$ cat src/rtl/aes_fe_pkg.sv
// Shared encodings, FSM state type and sizing helper for the AES stream front end.
package aes_fe_pkg;

  localparam logic [1:0] MODE_ENC = 2'b00;
  localparam logic [1:0] MODE_DEC = 2'b01;
  localparam logic [1:0] MODE_KEY = 2'b10;
  localparam logic [1:0] MODE_ILL = 2'b11;

  typedef enum logic [1:0] {
    S_IDLE,
    S_KEY,
    S_KEY_WAIT,
    S_DATA
  } fe_state_e;

  function automatic int unsigned words_per(input int unsigned bits, input int unsigned in_w);
    return bits / in_w;
  endfunction

endpackage

$ cat src/rtl/aes_fe_fifo.sv
// Synchronous FIFO with registered pointers and occupancy count; DEPTH must be a power of 2.
module aes_fe_fifo #(
  parameter int unsigned WIDTH = 8,
  parameter int unsigned DEPTH = 4
) (
  input  logic                         clk,
  input  logic                         resetn,
  input  logic                         i_wr,
  input  logic [WIDTH-1:0]             i_wdata,
  input  logic                         i_rd,
  output logic [WIDTH-1:0]             o_rdata,
  output logic                         o_full,
  output logic                         o_empty,
  output logic [$clog2(DEPTH+1)-1:0]   o_count
);

  localparam int unsigned AW = $clog2(DEPTH);
  localparam int unsigned CW = $clog2(DEPTH + 1);

  logic [WIDTH-1:0] r_mem [DEPTH];
  logic [AW-1:0]    r_wptr;
  logic [AW-1:0]    r_rptr;
  logic [CW-1:0]    r_count;
  logic             w_wr;
  logic             w_rd;

  assign o_full  = (r_count == CW'(DEPTH));
  assign o_empty = (r_count == '0);
  assign o_count = r_count;
  assign o_rdata = r_mem[r_rptr];

  // A write while full is allowed only when a read frees the head slot in the same cycle.
  assign w_wr = i_wr & (~o_full | i_rd);
  assign w_rd = i_rd & ~o_empty;

  always_ff @(posedge clk or negedge resetn) begin
    if (!resetn) begin
      r_wptr  <= '0;
      r_rptr  <= '0;
      r_count <= '0;
    end else begin
      if (w_wr) r_wptr <= r_wptr + AW'(1);
      if (w_rd) r_rptr <= r_rptr + AW'(1);
      r_count <= r_count + CW'(w_wr) - CW'(w_rd);
    end
  end

  always_ff @(posedge clk) begin
    if (w_wr) r_mem[r_wptr] <= i_wdata;
  end

endmodule

$ cat src/rtl/aes_stream_frontend.sv
// Word-stream framing in front of an AES round core: key/block assembly, credit-based
// block issue and result serialisation.
module aes_stream_frontend
  import aes_fe_pkg::*;
#(
  parameter int unsigned IN_W       = 128,
  parameter int unsigned KEY_BITS   = 256,
  parameter int unsigned BLK_W      = 128,
  parameter int unsigned FIFO_DEPTH = 4,
  parameter int unsigned RES_DEPTH  = 4
) (
  input  logic                clk,
  input  logic                resetn,
  input  logic                i_in_valid,
  output logic                o_in_ready,
  input  logic [1:0]          i_in_mode,
  input  logic [IN_W-1:0]     i_in_data,
  output logic                o_key_valid,
  input  logic                i_key_ready,
  output logic [KEY_BITS-1:0] o_key_data,
  output logic                o_core_valid,
  input  logic                i_core_ready,
  output logic                o_core_dec,
  output logic [BLK_W-1:0]    o_core_data,
  input  logic                i_res_valid,
  input  logic [BLK_W-1:0]    i_res_data,
  output logic                o_out_valid,
  input  logic                i_out_ready,
  output logic [IN_W-1:0]     o_out_data,
  output logic                o_out_last,
  output logic                o_err_frag,
  output logic                o_err_mode,
  output logic                o_err_nokey
);

  localparam int unsigned KW  = words_per(KEY_BITS, IN_W);
  localparam int unsigned BW  = words_per(BLK_W, IN_W);
  localparam int unsigned KCW = $clog2(KW + 1);
  localparam int unsigned BCW = $clog2(BW + 1);
  localparam int unsigned FCW = $clog2(FIFO_DEPTH + 1);
  localparam int unsigned RCW = $clog2(RES_DEPTH + 1);
  localparam int unsigned OCW = $clog2(RES_DEPTH + 1);

  if ((KEY_BITS % IN_W) != 0) begin : g_bad_key
    $error("KEY_BITS must be a multiple of IN_W");
  end
  if (!(IN_W == 32 || IN_W == 64 || IN_W == 128) || BLK_W != 128) begin : g_bad_width
    $error("IN_W must be 32, 64 or 128 and BLK_W must be 128");
  end

  fe_state_e           r_state;
  logic [KEY_BITS-1:0] r_key;
  logic [KCW-1:0]      r_kcnt;
  logic [BLK_W-1:0]    r_blk;
  logic [BCW-1:0]      r_bcnt;
  logic                r_dec;
  logic                r_key_loaded;
  logic                r_key_valid;
  logic                r_err_frag;
  logic                r_err_mode;
  logic                r_err_nokey;
  logic                r_live;
  logic [OCW-1:0]      r_outst;
  logic                r_core_valid;
  logic                r_ser_act;
  logic [BCW-1:0]      r_ser_cnt;
  logic [BLK_W-1:0]    r_ser_data;

  logic                w_is_key, w_is_ill, w_is_data, w_cont_data, w_data_ok;
  logic                w_would_push, w_drained, w_in_ready, w_acc, w_push;
  logic [BCW-1:0]      w_slot;
  logic [KCW-1:0]      w_kslot;
  logic [BLK_W-1:0]    w_push_blk;
  logic [BLK_W:0]      w_blk_head;
  logic                w_blk_full, w_blk_empty, w_blk_pop;
  logic [FCW-1:0]      w_blk_count, w_blk_cnt_n;
  logic [BLK_W-1:0]    w_res_head;
  logic                w_res_full, w_res_empty, w_res_pop;
  logic [RCW-1:0]      w_res_count, w_res_cnt_n;
  logic [OCW-1:0]      w_outst_n;
  logic                w_credit_ok, w_ser_last, w_ser_free;

  assign w_is_key    = (i_in_mode == MODE_KEY);
  assign w_is_ill    = (i_in_mode == MODE_ILL);
  assign w_is_data   = ~i_in_mode[1];
  assign w_cont_data = (r_state == S_DATA) && w_is_data && (i_in_mode[0] == r_dec);
  assign w_data_ok   = w_is_data && (w_cont_data || r_key_loaded);
  assign w_slot      = w_cont_data ? r_bcnt : '0;
  assign w_kslot     = (r_state == S_KEY) ? r_kcnt : '0;
  assign w_would_push = w_data_ok && (w_slot == BCW'(BW - 1));
  assign w_drained   = w_blk_empty && (r_outst == '0);

  // Key words wait in S_IDLE until every queued block has come back under the old key.
  assign w_in_ready = r_live && (r_state != S_KEY_WAIT) && !(w_would_push && w_blk_full) &&
                      !((r_state == S_IDLE) && w_is_key && !w_drained);
  assign w_acc      = i_in_valid && w_in_ready;
  assign w_push     = w_acc && w_would_push;

  always_comb begin
    w_push_blk = r_blk;
    w_push_blk[int'(w_slot)*IN_W +: IN_W] = i_in_data;
  end

  always_ff @(posedge clk or negedge resetn) begin
    if (!resetn) begin
      r_state      <= S_IDLE;
      r_key        <= '0;
      r_kcnt       <= '0;
      r_blk        <= '0;
      r_bcnt       <= '0;
      r_dec        <= 1'b0;
      r_key_loaded <= 1'b0;
      r_key_valid  <= 1'b0;
      r_err_frag   <= 1'b0;
      r_err_mode   <= 1'b0;
      r_err_nokey  <= 1'b0;
      r_live       <= 1'b0;
    end else begin
      r_live      <= 1'b1;
      r_err_frag  <= 1'b0;
      r_err_mode  <= 1'b0;
      r_err_nokey <= 1'b0;
      if (r_state == S_KEY_WAIT) begin
        if (r_key_valid && i_key_ready) begin
          r_key_valid  <= 1'b0;
          r_key_loaded <= 1'b1;
          r_state      <= S_IDLE;
        end else if (!r_key_valid && w_drained) begin
          r_key_valid <= 1'b1;
        end
      end else if (w_acc) begin
        if (w_is_ill) begin
          r_err_mode <= 1'b1;
        end else if (w_is_key) begin
          r_key[int'(w_kslot)*IN_W +: IN_W] <= i_in_data;
          if (r_state == S_DATA) r_err_frag <= 1'b1;
          if (w_kslot == KCW'(KW - 1)) begin
            r_state <= S_KEY_WAIT;
          end else begin
            r_state <= S_KEY;
            r_kcnt  <= w_kslot + KCW'(1);
          end
        end else begin
          if ((r_state == S_KEY) || ((r_state == S_DATA) && !w_cont_data)) r_err_frag <= 1'b1;
          if (!w_data_ok) begin
            r_err_nokey <= 1'b1;
            r_state     <= S_IDLE;
          end else begin
            r_blk <= w_push_blk;
            r_dec <= i_in_mode[0];
            if (w_would_push) begin
              r_state <= S_IDLE;
            end else begin
              r_state <= S_DATA;
              r_bcnt  <= w_slot + BCW'(1);
            end
          end
        end
      end
    end
  end

  aes_fe_fifo #(
    .WIDTH(BLK_W + 1),
    .DEPTH(FIFO_DEPTH)
  ) u_blk_fifo (
    .clk    (clk),
    .resetn (resetn),
    .i_wr   (w_push),
    .i_wdata({i_in_mode[0], w_push_blk}),
    .i_rd   (w_blk_pop),
    .o_rdata(w_blk_head),
    .o_full (w_blk_full),
    .o_empty(w_blk_empty),
    .o_count(w_blk_count)
  );

  aes_fe_fifo #(
    .WIDTH(BLK_W),
    .DEPTH(RES_DEPTH)
  ) u_res_fifo (
    .clk    (clk),
    .resetn (resetn),
    .i_wr   (i_res_valid),
    .i_wdata(i_res_data),
    .i_rd   (w_res_pop),
    .o_rdata(w_res_head),
    .o_full (w_res_full),
    .o_empty(w_res_empty),
    .o_count(w_res_count)
  );

  // Issue valid is computed from next-cycle occupancy so it can be registered without a bubble.
  always_comb begin
    w_blk_pop   = r_core_valid && i_core_ready;
    w_blk_cnt_n = w_blk_count + FCW'(w_push) - FCW'(w_blk_pop);
    w_outst_n   = r_outst + OCW'(w_blk_pop) - OCW'(i_res_valid);
    w_res_cnt_n = w_res_count + RCW'(i_res_valid) - RCW'(w_res_pop);
    w_credit_ok = (32'(w_outst_n) + 32'(w_res_cnt_n)) < RES_DEPTH;
  end

  always_ff @(posedge clk or negedge resetn) begin
    if (!resetn) begin
      r_outst      <= '0;
      r_core_valid <= 1'b0;
    end else begin
      r_outst      <= w_outst_n;
      r_core_valid <= (w_blk_cnt_n != '0) && w_credit_ok;
    end
  end

  assign w_ser_last = (r_ser_cnt == BCW'(BW - 1));
  assign w_ser_free = !r_ser_act || (i_out_ready && w_ser_last);
  assign w_res_pop  = w_ser_free && !w_res_empty;

  always_ff @(posedge clk or negedge resetn) begin
    if (!resetn) begin
      r_ser_act  <= 1'b0;
      r_ser_cnt  <= '0;
      r_ser_data <= '0;
    end else if (w_res_pop) begin
      r_ser_act  <= 1'b1;
      r_ser_cnt  <= '0;
      r_ser_data <= w_res_head;
    end else if (r_ser_act && i_out_ready) begin
      if (w_ser_last) r_ser_act <= 1'b0;
      else            r_ser_cnt <= r_ser_cnt + BCW'(1);
    end
  end

  res_no_overflow: assert property (@(posedge clk) disable iff (!resetn)
    !(i_res_valid && w_res_full && !w_res_pop));

  assign o_in_ready   = w_in_ready;
  assign o_key_valid  = r_key_valid;
  assign o_key_data   = r_key;
  assign o_core_valid = r_core_valid;
  assign o_core_dec   = w_blk_head[BLK_W];
  assign o_core_data  = w_blk_head[BLK_W-1:0];
  assign o_out_valid  = r_ser_act;
  assign o_out_data   = r_ser_data[int'(r_ser_cnt)*IN_W +: IN_W];
  assign o_out_last   = r_ser_act && w_ser_last;
  assign o_err_frag   = r_err_frag;
  assign o_err_mode   = r_err_mode;
  assign o_err_nokey  = r_err_nokey;

endmodule

$ cat config.mk
export PLATFORM = sky130hd
export DESIGN_NAME = aes_stream_frontend
export DESIGN_NICKNAME = d
export VERILOG_FILES = /design/src/rtl/aes_fe_pkg.sv /design/src/rtl/aes_fe_fifo.sv /design/src/rtl/aes_stream_frontend.sv
export SDC_FILE = /design/constraint.sdc
export NUM_CORES = 1
export LEC_CHECK = 0
export ABC_AREA = 1
export CORE_MARGIN = 2
export CORE_UTILIZATION = 45
export CTS_CLUSTER_SIZE = 14
export DETAILED_ROUTE_END_ITERATION = 10
export PLACE_DENSITY = 0.67
export SKIP_CTS_REPAIR_TIMING = 1
export SLEW_MARGIN = 20
export SYNTH_ARGS = -nofsm -noshare
export SYNTH_HDL_FRONTEND = slang
export SYNTH_SLANG_ARGS = --single-unit
$ cat constraint.sdc
create_clock -name clk -period 9.7 [get_ports clk]
set_input_delay 1.94 -clock clk [delete_from_list [all_inputs] [get_ports clk]]
set_output_delay 1.94 -clock clk [all_outputs]
set_load 0.02 [all_outputs]
# Word level (Yosys, flattened, before mapping)
# Memories as Yosys holds them, arrays and structs flattened. A register that Yosys moved wholly into a read port is not among the register bits.
# Index checks and enable logic that the tools add are counted.
# word_totals
reg_bits,416
mem_bits_rw,1028
inputBits,265
output_inout_bits,521
wordCells,168
n_memories,2
# memory_table
name,words,width,rd,rd_clocked_by_memory_dff,write_ports,line,text
u_blk_fifo.r_mem,4,129,1,0,1,aes_fe_fifo.sv:20,logic [WIDTH-1:0] r_mem [DEPTH];
u_res_fifo.r_mem,4,128,1,1,1,aes_fe_fifo.sv:20,
# classes
addsub,20
order_cmp,1
eq_ne,13
shifts,5
mux,38
bitwise,18
n_reduce_logical,49
# ops
op,n
$bwmux W256,1
$shift A128 B34 Y256 const A,1
$shiftx A128 B34 Y256,1
$bwmux W128,1
$shift A128 B34 Y128 const A,1
$shiftx A128 B34 Y128,1
$shiftx A128 B9 Y128,1
$neg A8 Y34,1
$neg A9 Y34,1
$mux W1,27
$logic_and A1 B1 Y1,22
$mux W2,9
$add A3 B1 Y3,5
$sub A3 B1 Y3,5
$not A1 Y1,12
$add A2 B1 Y2 const B,5
$reduce_and A5 Y1,2
$logic_not A3 Y1,3
$eq A2 B2 Y1 const B,4
$logic_not A1 Y1,8
$eq A3 B3 Y1 const B,2
$ne A2 B1 Y1 const B,3
$reduce_and A2 Y1,3
$reduce_and A6 Y1,1
14 further kinds,24

# Depth between registers and ports, before layout
# depth
depth_word,16
ltp_mapped,17

# Hierarchy
# From an unflattened synthesis, not the netlist that was laid out.
# unflattened
cells_unflattened,5744
area_unflattened_um2,62895.3
# by_module_without_submodules
module,n_inst,cells_per_inst,area_each_um2,seq_area_each_um2
aes_stream_frontend,1,2887,23349.9,13237.7
aes_fe_fifo at u_blk_fifo,1,1433,19830.3,15670.0
aes_fe_fifo at u_res_fifo,1,1424,19715.2,15549.9

# Least setup slack after synthesis
# OpenSTA, ideal clock, no wires.
# synth_path
kind,input to register
from,in i_in_mode[0]
to,mem u_blk_fifo.r_mem[0][0] (netlist bit) (enable)
setup_time_ps,619
arrival_time_ps,8114
slack_ps,966
cell_stages,9
n_path_buf,1
path_cell_list,inv_2 nand2_1 nand2_1 nand3_2 buf_2 inv_1 nor2_1 nand4_2 nor2_1
# synth_via
elab_chain_cells,14
# synth_rtl
item,line,text
from (decl),aes_stream_frontend.sv:16,"input logic [1:0] i_in_mode,"
$eq A1 B1 Y1,aes_stream_frontend.sv:86,assign w_cont_data = (r_state == S_DATA) && w_is_data && (i_in_mode[0] == r_dec);
$logic_and A1 B1 Y1,aes_stream_frontend.sv:86,
$mux W1 or $logic_or A1 B1 Y1 (tied branches),"aes_stream_frontend.sv:88, aes_stream_frontend.sv:87",
$not A1 Y1 or $logic_and A1 B1 Y1 (tied branches),"aes_stream_frontend.sv:90, aes_stream_frontend.sv:87",
$logic_and A1 B1 Y1,aes_stream_frontend.sv:90,assign w_would_push = w_data_ok && (w_slot == BCW'(BW - 1));
$logic_and A1 B1 Y1,aes_stream_frontend.sv:94,assign w_in_ready = r_live && (r_state != S_KEY_WAIT) && !(w_would_push && w_blk_full) &&
$logic_not A1 Y1,aes_stream_frontend.sv:94,
$logic_and A1 B1 Y1 (2 in a row),aes_stream_frontend.sv:94,
$logic_and A1 B1 Y1,aes_stream_frontend.sv:96,assign w_acc = i_in_valid && w_in_ready;
$logic_and A1 B1 Y1 (*),aes_stream_frontend.sv:97,assign w_push = w_acc && w_would_push;
$and A1 B1 Y1 (*),aes_fe_fifo.sv:33,assign w_wr = i_wr & (~o_full | i_rd);
$mux W1 (*),aes_fe_fifo.sv:49,if (w_wr) r_mem[r_wptr] <= i_wdata;
$mux W1 (not written as such) (*),aes_fe_fifo.sv:49,
to (decl),aes_fe_fifo.sv:20,
# Every way passes the cells marked *; elsewhere a longest branch is shown, timed or not.

# Final worst setup path
# layout_path
from,in i_in_mode[0]
to,out o_in_ready
# layout_via
elab_chain_cells,9
# layout_rtl
item,line,text
$eq A1 B1 Y1,aes_stream_frontend.sv:86,
$logic_and A1 B1 Y1,aes_stream_frontend.sv:86,
$mux W1 or $logic_or A1 B1 Y1 (tied branches),"aes_stream_frontend.sv:88, aes_stream_frontend.sv:87",
$not A1 Y1 or $logic_and A1 B1 Y1 (tied branches),"aes_stream_frontend.sv:90, aes_stream_frontend.sv:87",
$logic_and A1 B1 Y1,aes_stream_frontend.sv:90,
$logic_and A1 B1 Y1,aes_stream_frontend.sv:94,
$logic_not A1 Y1,aes_stream_frontend.sv:94,
$logic_and A1 B1 Y1,aes_stream_frontend.sv:94,
$logic_and A1 B1 Y1 (*),aes_stream_frontend.sv:94,
to (decl),aes_stream_frontend.sv:15,"output logic o_in_ready,"
# Marked as above.

==> results.md <==
- Fillers: 11700
- Vias in the first global route: 42200
- Register area: 0.0445 mm²
- DR iter-0 viols: 3973
- Reg2Reg Depth: 9
- Routed len/inst: 21.3 µm
- Critical Path Source Type: input pin
- Largest net degree at the start of global routing: 196
- Initial antenna violation count: 24
- Grt ovf: 0
- Register-to-register setup slack: 5.81 ns
- Crit path top cell by count: nand2_1
- Max VDD drop: 245 µV
- Maximum clock frequency: 154 MHz
- WS Path Type: input pin to output pin
- Nets: 6648
- IO Port Bufs: 785
- Crit path required time: approximately 7.8 ns
- Final core occ: between 50% and 60%
- CP startpoint: i_in_mode[0]
- Static Leakage: 30.4 nW
- Syn_area_per_cell: 11.2 µm²
- Worst min path class: register to register
- Critical R2R Capture: o_key_data[121]
- Worst setup margin: 3.22 ns
- Worst-skew pair later-pin latency: 0.79 ns
- Largest stage delay, worst path: 0.67 ns
- Post-Syn Instances: approximately 5700
- Worst Hold Slack: around 0.47 ns
- Slew Limit Fails: 0
- Clock transition at the registers of the reported paths: approximately 0.06 ns
- Post-Synthesis Cell Area: 0.0643 mm²
- P&R area growth vs syn: 23.0%
- Core Area: ~0.14 mm²
- H-tree levels: 4
- Routability congestion estimate from global placement: 0.833
- FF-to-FF Start: r_state[0]
- Final hold violations: 0
- Global-route wire length before repair: 267000 µm
- Setup-failing EPs final: 0
- Synthesized Nets: between 6000 and 7000
- Antenna viol nets, final: 0
- Design area: 0.0790 mm²
- Die area: 0.146 mm²
- Detailed placement HPWL: 106000 µm
- CTS Buf Count: approximately 170
- Core Rows: ~140
- Vias/cell: between 5 and 6
- Initial Util: 45.4%
- Synthesized flop and latch total: 1571
- Crit path max-delay cell type: clkdlybuf4s50_1
- Max_slew headroom: around 16%
- Netlist cell types: 37
- Critical-path cell list: clkdlybuf4s50_1, nand2_1, nand2_1, nand3_4, nand4_4, nand2_1, inv_1, clkdlybuf4s50_1
- Root Driver: clkbuf_16
- Worst slew pin tran: 1.25 ns
- Power Dens Cells: 328 mW/mm²
- Worst Skew: 0.0621 ns
- TritonRoute pass-1 iters: 6
- Status: finished, final reports clean
- CP arrival: 4.54 ns
- RSZ-0062 raised after global routing: false
- Clock buffer depth: 3
- Final wirelength: 179000 µm
- Post-Place Worst Slack: roughly 3.2 ns
- Tmin final: 6.48 ns
- Register area share after synthesis: around 69%
- Crit path capture type: output pin
- WP depth: 8
- Post-route setup TNS: 0 ns
- Multi-input combinational cell area: 0.0160 mm²
- Die span in x: 382 µm
- Layout cells sized above 1: 6.54%
- Die Ht: 382 µm
- Ports: just under 800
- Clk sinks: 1571
- Crit path buffers/inverters: 3
- Final period util: approximately 67%
- # DRC: 0
- Critical path endpoint: o_in_ready
- DP Area: 0.0734 mm²
- Critical path's top delay family: buffers and inverters
- Synth warnings: 0
- Max Cap Viol: 0
- Crit path max fanout: 61
- GRT Overall Usage: 24.0%
- Routed via count: 44200
- CTS tree: done
[logic make-up after synthesis]
kind of cell,Yosys count,synth area share (%)
XOR/XNOR,10,0.136
buffers and inverters,951,6.11
adder cells (fa/ha/maj),27,0.584
AO/OA/AOI/OAI,1295,11.6
flip-flops,1571,69.2
AND/OR/NAND/NOR,1885,12.4
other,1,0.00584
[state kept, by name, summed over array words and instances, names as in the netlist, 3 cells and up]
signal and count:
u_blk_fifo.r_mem 516, r_outst 3, u_blk_fifo.o_count 3, u_res_fifo.r_mem 512
u_res_fifo.o_count 3, r_ser_data 128, o_key_data 256, r_blk 128
[routing by layer]
metal | vias to the layer above | wire [µm] | global-route usage, %
met2 | 1456 | 83800 | 38.1
met4 | 32 | 4770 | 7.39
met3 | 295 | 16200 | 7.28
li1 | 20700 | - | -
met5 | - | 217 | 0
met1 | 21700 | 73600 | 31.9
[worst min-delay path, stage by stage (launching register included)]
cell     delay [ns]
dfrtp_1        0.32
inv_1          0.06
nand2_1        0.06
[final cells by class]
cell class                 count  area share [%]
inverter                     571            2.75
multi-input combinational   3218            20.2
clock inverter                93            1.32
antenna                        9          0.0285
timing repair buffer         829            10.6
sequential                  1571            56.3
tap                         1890            2.99
clock buffer                 217            5.77
[Yosys cell counts]
| cell | n | area [µm²] |
|---|---|---|
| a31oi_1 | 129 | 807 |
| o21bai_1 | 256 | 1920 |
| buf_8 | 10 | 150 |
| a21boi_0 | 1 | 7.51 |
| clkbuf_1 | 256 | 961 |
| nand3_4 | 1 | 17.5 |
| nand4_4 | 1 | 21.3 |
| buf_1 | 35 | 131 |
| fa_1 | 5 | 100 |
| a21oi_1 | 3 | 15.0 |
| inv_2 | 5 | 18.8 |
| nor2_1 | 1053 | 3950 |
| ha_1 | 22 | 275 |
| o21ai_1 | 121 | 606 |
| o21ai_0 | 654 | 3270 |
| buf_6 | 13 | 146 |
| clkbuf_4 | 2 | 15.0 |
| buf_4 | 24 | 180 |
| o31ai_1 | 1 | 7.51 |
| nand3_1 | 176 | 881 |
| conb_1 | 1 | 3.75 |
| o211ai_1 | 1 | 7.51 |
| nand3_2 | 91 | 911 |
| o22ai_1 | 129 | 807 |
| nor2_4 | 3 | 33.8 |
| nand4_2 | 2 | 25.0 |
| xor2_1 | 6 | 52.6 |
| buf_2 | 40 | 200 |
| clkinv_1 | 2 | 7.51 |
| edfxtp_1 | 1028 | 30900 |
| xnor2_1 | 4 | 35.0 |
| nor3_1 | 5 | 25.0 |
| nand4_1 | 1 | 6.26 |
| dfrtp_1 | 543 | 13600 |
| nand2_1 | 550 | 2060 |
| inv_1 | 564 | 2120 |
| nor2_2 | 2 | 12.5 |
[through the flow]
step	power, mW	std cells
floorplan	15.2	5740
global placement	19.4	8079
detailed placement	19.6	8079
CTS	26.1	8389
global route	27.3	8391
finish	25.9	8398
[power by group]
group	switching, mW	total [mW]	leakage, nW	internal (mW)
sequential	0.836	9.67	15.6	8.83
clock	2.66	6.45	2.73	3.79
combinational	6.19	9.81	12.1	3.62
total	9.68	25.9	30.4	16.2
[worst min path at each step]
stage	start	end	slack [ns]	cells after the start
after floorplan	r_key_loaded	r_key_loaded	0.42	2
after global placement	r_key_loaded	r_key_loaded	0.46	2
after detailed placement	r_key_loaded	r_key_loaded	0.46	2
after CTS	r_key_loaded	r_key_loaded	0.47	2
after global routing	r_key_loaded	r_key_loaded	0.50	2
final	r_key_loaded	r_key_loaded	0.47	2
[layout by cell type (no fill, tap or decap), types with 3 or more instances in the layout]
| master | n |
|---|---|
| o22ai_1 | 129 |
| clkinv_16 | 3 |
| inv_1 | 559 |
| fa_1 | 5 |
| ha_1 | 21 |
| nor3_1 | 5 |
| nand2_1 | 549 |
| xnor2_1 | 4 |
| dfrtp_4 | 4 |
| clkbuf_8 | 15 |
| clkbuf_16 | 169 |
| clkdlybuf4s50_1 | 784 |
| clkbuf_1 | 33 |
| bufinv_16 | 17 |
| diode_2 | 9 |
| clkinv_1 | 23 |
| nor2_1 | 1045 |
| nand3_2 | 90 |
| inv_6 | 12 |
| nor2_4 | 11 |
| a31oi_1 | 129 |
| dfrtp_1 | 539 |
| clkinv_2 | 27 |
| o21ai_0 | 654 |
| a21oi_1 | 3 |
| nand3_1 | 176 |
| o21ai_1 | 121 |
| edfxtp_1 | 1028 |
| inv_2 | 4 |
| buf_4 | 26 |
| inv_4 | 4 |
| o21bai_1 | 256 |
| buf_12 | 17 |
| xor2_1 | 6 |
| clkinvlp_4 | 8 |
Note: power is estimated with default switching activity, not from simulation.
